### src/rtl/life_run_ctrl.sv
// life_run_ctrl: grid register plus run/dump sequencing for the 8x8 Life engine.
// IDLE loads rows, RUN commits one generation per clock from the external
// evolve datapath, DUMP streams the frozen grid out row by row.
// Optional still-life detection: define LIFE_STABLE_DETECT_EN.
module life_run_ctrl #(
  parameter int GEN_W = 16
) (
  input  logic             clk,
  input  logic             reset,
  input  logic             load_valid,
  output logic             load_ready,
  input  logic [2:0]       load_row,
  input  logic [7:0]       load_data,
  input  logic             start,
  input  logic [GEN_W-1:0] gen_target,
  input  logic             stop,
  output logic [63:0]      grid_q,
  input  logic [63:0]      grid_evolve,
  output logic             busy,
  output logic             done,
  output logic             stable,
  output logic [GEN_W-1:0] gen_count,
  output logic             rd_valid,
  input  logic             rd_ready,
  output logic [2:0]       rd_row,
  output logic [7:0]       rd_data
);

  typedef enum logic [1:0] {IDLE, RUN, DUMP} state_t;

  state_t           state, state_n;
  logic [GEN_W-1:0] target;
  logic [GEN_W-1:0] cnt_inc;
  logic             still;
  logic             rd_fire;

  assign cnt_inc    = gen_count + 1'b1;
  assign load_ready = (state == IDLE);
  assign busy       = (state != IDLE);
  assign rd_valid   = (state == DUMP);
  assign rd_fire    = rd_valid && rd_ready;
  // done is the row-7 handshake itself, so busy drops on the following cycle
  assign done       = rd_fire && (rd_row == 3'd7);
  assign rd_data    = grid_q[{rd_row, 3'b000} +: 8];

`ifdef LIFE_STABLE_DETECT_EN
  logic stable_r;
  assign still  = (grid_evolve == grid_q);
  assign stable = stable_r;

  // Sticky still-life flag: cleared by an accepted start, set when RUN ends on one
  always_ff @(posedge clk or negedge reset) begin
    if (!reset) begin
      stable_r <= 1'b0;
    end else if (state == IDLE && start && !load_valid) begin
      stable_r <= 1'b0;
    end else if (state == RUN && !stop && still) begin
      stable_r <= 1'b1;
    end
  end
`else
  assign still  = 1'b0;
  assign stable = 1'b0;
`endif

  // State register
  always_ff @(posedge clk or negedge reset) begin
    if (!reset) state <= IDLE;
    else        state <= state_n;
  end

  // Next-state: stop beats still-life beats commit; target 0 never ends on count
  always_comb begin
    state_n = state;
    case (state)
      IDLE: if (start && !load_valid) state_n = RUN;
      RUN: begin
        if (stop || still)                           state_n = DUMP;
        else if (target != '0 && cnt_inc == target)  state_n = DUMP;
      end
      DUMP: if (done) state_n = IDLE;
      default: state_n = IDLE;
    endcase
  end

  // Grid, counter, target and read pointer; grid only moves on load or commit
  always_ff @(posedge clk or negedge reset) begin
    if (!reset) begin
      grid_q    <= '0;
      gen_count <= '0;
      target    <= '0;
      rd_row    <= '0;
    end else begin
      case (state)
        IDLE: begin
          if (load_valid) begin
            grid_q[{load_row, 3'b000} +: 8] <= load_data;
          end else if (start) begin
            target    <= gen_target;
            gen_count <= '0;
          end
        end
        RUN: begin
          if (!stop && !still) begin
            grid_q    <= grid_evolve;
            gen_count <= cnt_inc;
          end
        end
        DUMP: begin
          // wraps 7 -> 0, leaving the pointer ready for the next dump
          if (rd_fire) rd_row <= rd_row + 3'd1;
        end
        default: ;
      endcase
    end
  end

endmodule

### config.mk
export PLATFORM = sky130hd
export DESIGN_NAME = life_run_ctrl
export DESIGN_NICKNAME = d
export VERILOG_FILES = /design/src/rtl/life_run_ctrl.sv
export SDC_FILE = /design/constraint.sdc
export NUM_CORES = 1
export LEC_CHECK = 0
export CAP_MARGIN = 25
export CORE_ASPECT_RATIO = 1.75
export CORE_MARGIN = 3
export CORE_UTILIZATION = 30
export CTS_BUF_LIST = sky130_fd_sc_hd__clkbuf_2 sky130_fd_sc_hd__clkbuf_4 sky130_fd_sc_hd__clkbuf_8
export CTS_CLUSTER_DIAMETER = 80
export CTS_CLUSTER_SIZE = 24
export DETAILED_ROUTE_END_ITERATION = 6
export PLACE_DENSITY_LB_ADDON = 0.25
export SYNTH_ARGS = -nofsm -noshare
export SYNTH_HDL_FRONTEND = slang
export SYNTH_SLANG_ARGS = --single-unit
export TNS_END_PERCENT = 50
### constraint.sdc
create_clock -name clk -period 2.3 [get_ports clk]
set_clock_uncertainty 0.1 [all_clocks]
set_input_delay 0.69 -clock clk [delete_from_list [all_inputs] [get_ports clk]]
set_output_delay 0.69 -clock clk [all_outputs]
set_load 0.01 [all_outputs]
* After elaboration in Yosys (flattened, before gate mapping) *
Index checks and enable logic that the tools add are counted.

word-level totals
  register bits = 101
  input port bits = 97
  output and inout port bits = 96
  word-level logic and storage cells = 50

cells by class
  add/sub/neg operators = 3
  eq/ne operators = 11
  shifts and indexed selects = 3
  multiplexer cells = 13
  bitwise logic cells = 1
  reductions and logical operators = 14

operators by type and width
  operator                count
  $mux 64                 2
  $pmux 64 s2             1
  $bwmux 64               1
  $shift 8x8->64 const A  1
  $shiftx 64x7->8         1
  $shiftx 8x8->64         1
  $mux 16                 3
  $pmux 16 s2             1
  $add 16x1->16 const B   1
  $eq 16x16->1            1
  $reduce_bool 16->1      1
  $reduce_and 3->1        3
  $mux 2                  4
  $ne 2x2->1 const B      4
  $neg 6->8               1
  $pmux 2 s3              1
  $logic_and 1x1->1       4
  $ne 2x1->1 const B      2
  $reduce_and 4->1        1
  $reduce_bool 2->1       2
  $add 3x1->3 const B     1
  $eq 3x3->1 const B      1
  $ne 3x3->1 const B      1
  $eq 2x1->1 const B      1
  5 further kinds         5

* Logic depth before layout (Yosys ltp) *
  depth in word-level cells = 6
  mapped depth = 9

* Worst setup path before layout *
OpenSTA, ideal clock, no wires.

  path type = flip-flop to output port
  from = reg rd_row[0]
  to = out rd_data[0]
  data arrival time = 1785 ps
  setup slack = -275 ps
  stages on the path, launching flop included = 5
  buffers on the path = 2
  path through = dfrtp_1 buf_2 buf_2 mux4_2 mux2_2

between the ends
  cells in the longest elaborated chain, start to end = 1

RTL lines
  item                    RTL line  RTL
  start, declared         25        output logic [2:0] rd_row,
  start signal, assigned  111       if (rd_fire) rd_row <= rd_row + 3'd1;
  $shiftx 64x7->8         44        assign rd_data = grid_q[{rd_row, 3'b000} +: 8];
  end, declared           26        output logic [7:0] rd_data

No other way between the ends.

* Final worst setup path *
  from = reg rd_row[0]
  to = out rd_data[1]

Same word-level chain as after synthesis.

==> flow_summary.toml <==
[synth]
async_reset_ff_share_pct = 100
synth_edf_count = 0
netlist_area_um2 = 5710
ys_types = 59
syn_inst = 592
synthFlopType = "dfrtp_1"
yosysWarningCount = 0
yosysSeqAreaShare_pct = 44.3
synthAdderAreaFrac_pct = 1.10
yosys-mux-area-fraction_pct = 11.4
synth_seq_cells = 101
synth-xor-area-share_pct = 3.22
synthSimpleGateAreaFrac_pct = 15.6
syn_area_per_cell_um2 = 9.64
synth_top_family_by_area = "compound AO/OA/AOI/OAI gates"
synth_compound_area_share_pct = 19.8
synth_nets = 694

[place]
place.gp.congestion = 0.902
io_buffers = 191
place_hpwl_um = 18400
place_ws_ns = -0.856
place_area_um2 = 8950

[power_and_ir_drop]
p_leak_uw = 0.00390
p_per_area_nw_per_um2 = 1230
worst_ir_drop_vdd_mv = 0.603

[detailed_routing]
routed_via_density = 5.36
dr.pass1.iters = 5
drtIter0Drc = 276
vias = 6063
ant_nets = 0
drcViolationCount = 0
wl_per_cell_um = 20.5
wl_um = 23200

[worst_setup_path]
worst-setup-path-type = "reg2out"
critPathRequiredTime_ns = 1.51
reg2reg_depth = 7
cp_max_fo = 5
worstSetupStartpointType = "flip-flop"
end_kind = "primary output"
crit_arrival_ns = 1.97

[cells_and_area]
diodes = 0
final_cell_mix = "clkdlybuf4s50_1 (166), buf_4 (129), dfrtp_1 (90), nor2_1 (69), o22ai_1 (48)"
nets = 991
fillers = 1761
final_common_cell = "clkdlybuf4s50_1"
multi_input_area_um2 = 3030
final_area_um2 = 9250
drive_above_1_share_pct = 28.1
syn_to_final_growth_pct = 62.1
regArea_um2 = 2540

[grt]
grt_pass1_vias = 6406
grt_max_degree = 34
antenna_found_initial = 0
grt_pass1_wl_um = 35300
grt_usage_pct = 22.2
overflow = 0

[floorplanning]
rows = 66
chipHeight_um = 188
die-area_um2 = 20800
pin_count = 193
die_w_um = 110
initial_utilization_pct = 30.6
coreArea_um2 = 18700

[clock_network]
cts_tree = "done"
holdBufCountCts = 0
insertion_delay_ns = 0.38
clockRootBuffer = "clkbuf_8"
h-tree-depth = 3
numClockSinks = 101
path_clk_slew_ns = 0.12
cts.path.max_buffers = 2
numCtsBuffers = 9

[sta]
fin_ws_ns = -0.458
drv_slew = 0
period_share_pct = 120
setup_viol = 9
hold_viol_final = 0
min_period_ns = 2.76
slew_headroom_pct = 59.0
rsz0062_at_grt = "true"
worst-slew-pin-transition_ns = 0.615
fmax_mhz = 363

[outcome]
status = "finished with violations"
violations = "setup timing"

[worst_hold_path]
hp-class = "in2async"

[flow_run]
drv_cap = 0
-- final cells by class --
class                   count  area share, %
clock buffers               9           1.34
inverters                  15          0.798
clock inverters             7           1.11
multi-input cells         433           32.8
flip-flops and latches    101           27.5
well taps                 238           3.22
repair buffers            329           33.3
-- registers in the layout, indices dropped and copies added (netlist names) --
signal / cells
gen_count: 16
target: 16
rd_row: 3
state: 2
grid_q: 64
-- metrics by stage --
step | util, % | cells | setup TNS, ns | total power, uW | hold WS (ns)
final | 49.6 | 1132 | -3.80 | 11400 | 0.103
after floorplan | - | 592 | -0.336 | 6070 | 0.294
after global placement | 48.0 | 1114 | -48.09 | 9850 | 0.447
after detailed placement | 48.0 | 1114 | -50.71 | 10000 | 0.451
after global routing | 49.6 | 1132 | -4.47 | 12100 | 0.0957
after CTS | 49.4 | 1132 | -4.24 | 11400 | 0.0895
-- cells in the mapped netlist, types with 3 or more instances --
cell type / n / area (um2)
buf_1: 6 / 22.5
nor4_1: 5 / 31.3
a22oi_1: 22 / 165
o22ai_1: 48 / 300
a31oi_1: 5 / 31.3
nand3_1: 7 / 35.0
a21oi_1: 46 / 230
o31ai_1: 9 / 67.6
nand4_1: 9 / 56.3
mux2_2: 25 / 282
o21ai_0: 41 / 205
dfrtp_1: 101 / 2530
inv_1: 15 / 56.3
nor2b_1: 4 / 25.0
mux4_2: 16 / 360
clkbuf_1: 23 / 86.3
buf_2: 9 / 45.0
nor2_1: 71 / 267
nand2b_1: 8 / 50.1
o21ai_1: 4 / 20.0
ha_1: 5 / 62.6
xnor2_1: 17 / 149
and2_1: 4 / 25.0
buf_6: 3 / 33.8
nand2_1: 40 / 150
nor3_1: 4 / 20.0
xor2_1: 4 / 35.0
-- path summary, 6_finish.rpt --
kind	start	end	slack (ns)
max reg2reg	gen_count[0]	state[0]	0.11
min in group clk	target[3]	target[3]	0.48
max	rd_row[0]	rd_data[1]	-0.46
min reg2reg	target[3]	target[3]	0.48
min	reset	grid_q[45]	0.10
max in group asynchronous	reset	grid_q[38]	1.28
-- logic make-up after synthesis --
group                      Yosys count
AOI/OAI and AO/OA                  187
and+or+nand+nor                    177
DFF                                101
buffers and inverters               58
muxes                               42
xor gates and xnor gates            21
adders and majority gates            5
other                                1
-- timing repair --
| item | 4_1_cts | 5_1_grt |
|---|---|---|
| hold endpoints to repair | 0 | 0 |
| endpoints found under the setup margin | 87 | 46 |
| resized for setup | 78 | 15 |
| buffers inserted | 1 | 1 |
| gates cloned | 1 | 0 |
| pin swaps | 9 | 6 |
-- critical path: stages, from the launching register on --
cell and delay (ns):
dfrtp_2 0.49, clkbuf_16 0.19, mux4_2 0.51, mux2_4 0.29
buf_6 0.12
-- metal layers --
metal	up-vias	wire length [um]	global-route usage (%)
met2	305	12200	40.5
met4	0	1080	11.1
met1	2921	8090	23.4
met3	65	1880	4.56
met5	-	0	0
li1	2772	-	-
-- power by group --
part	internal, uW	total, uW	switching [uW]
Sequential	2510	3100	586
Clock	542	1290	753
Combinational	4010	6970	2960
Total	7060	11400	4300
(Power assumes the default switching activity.)
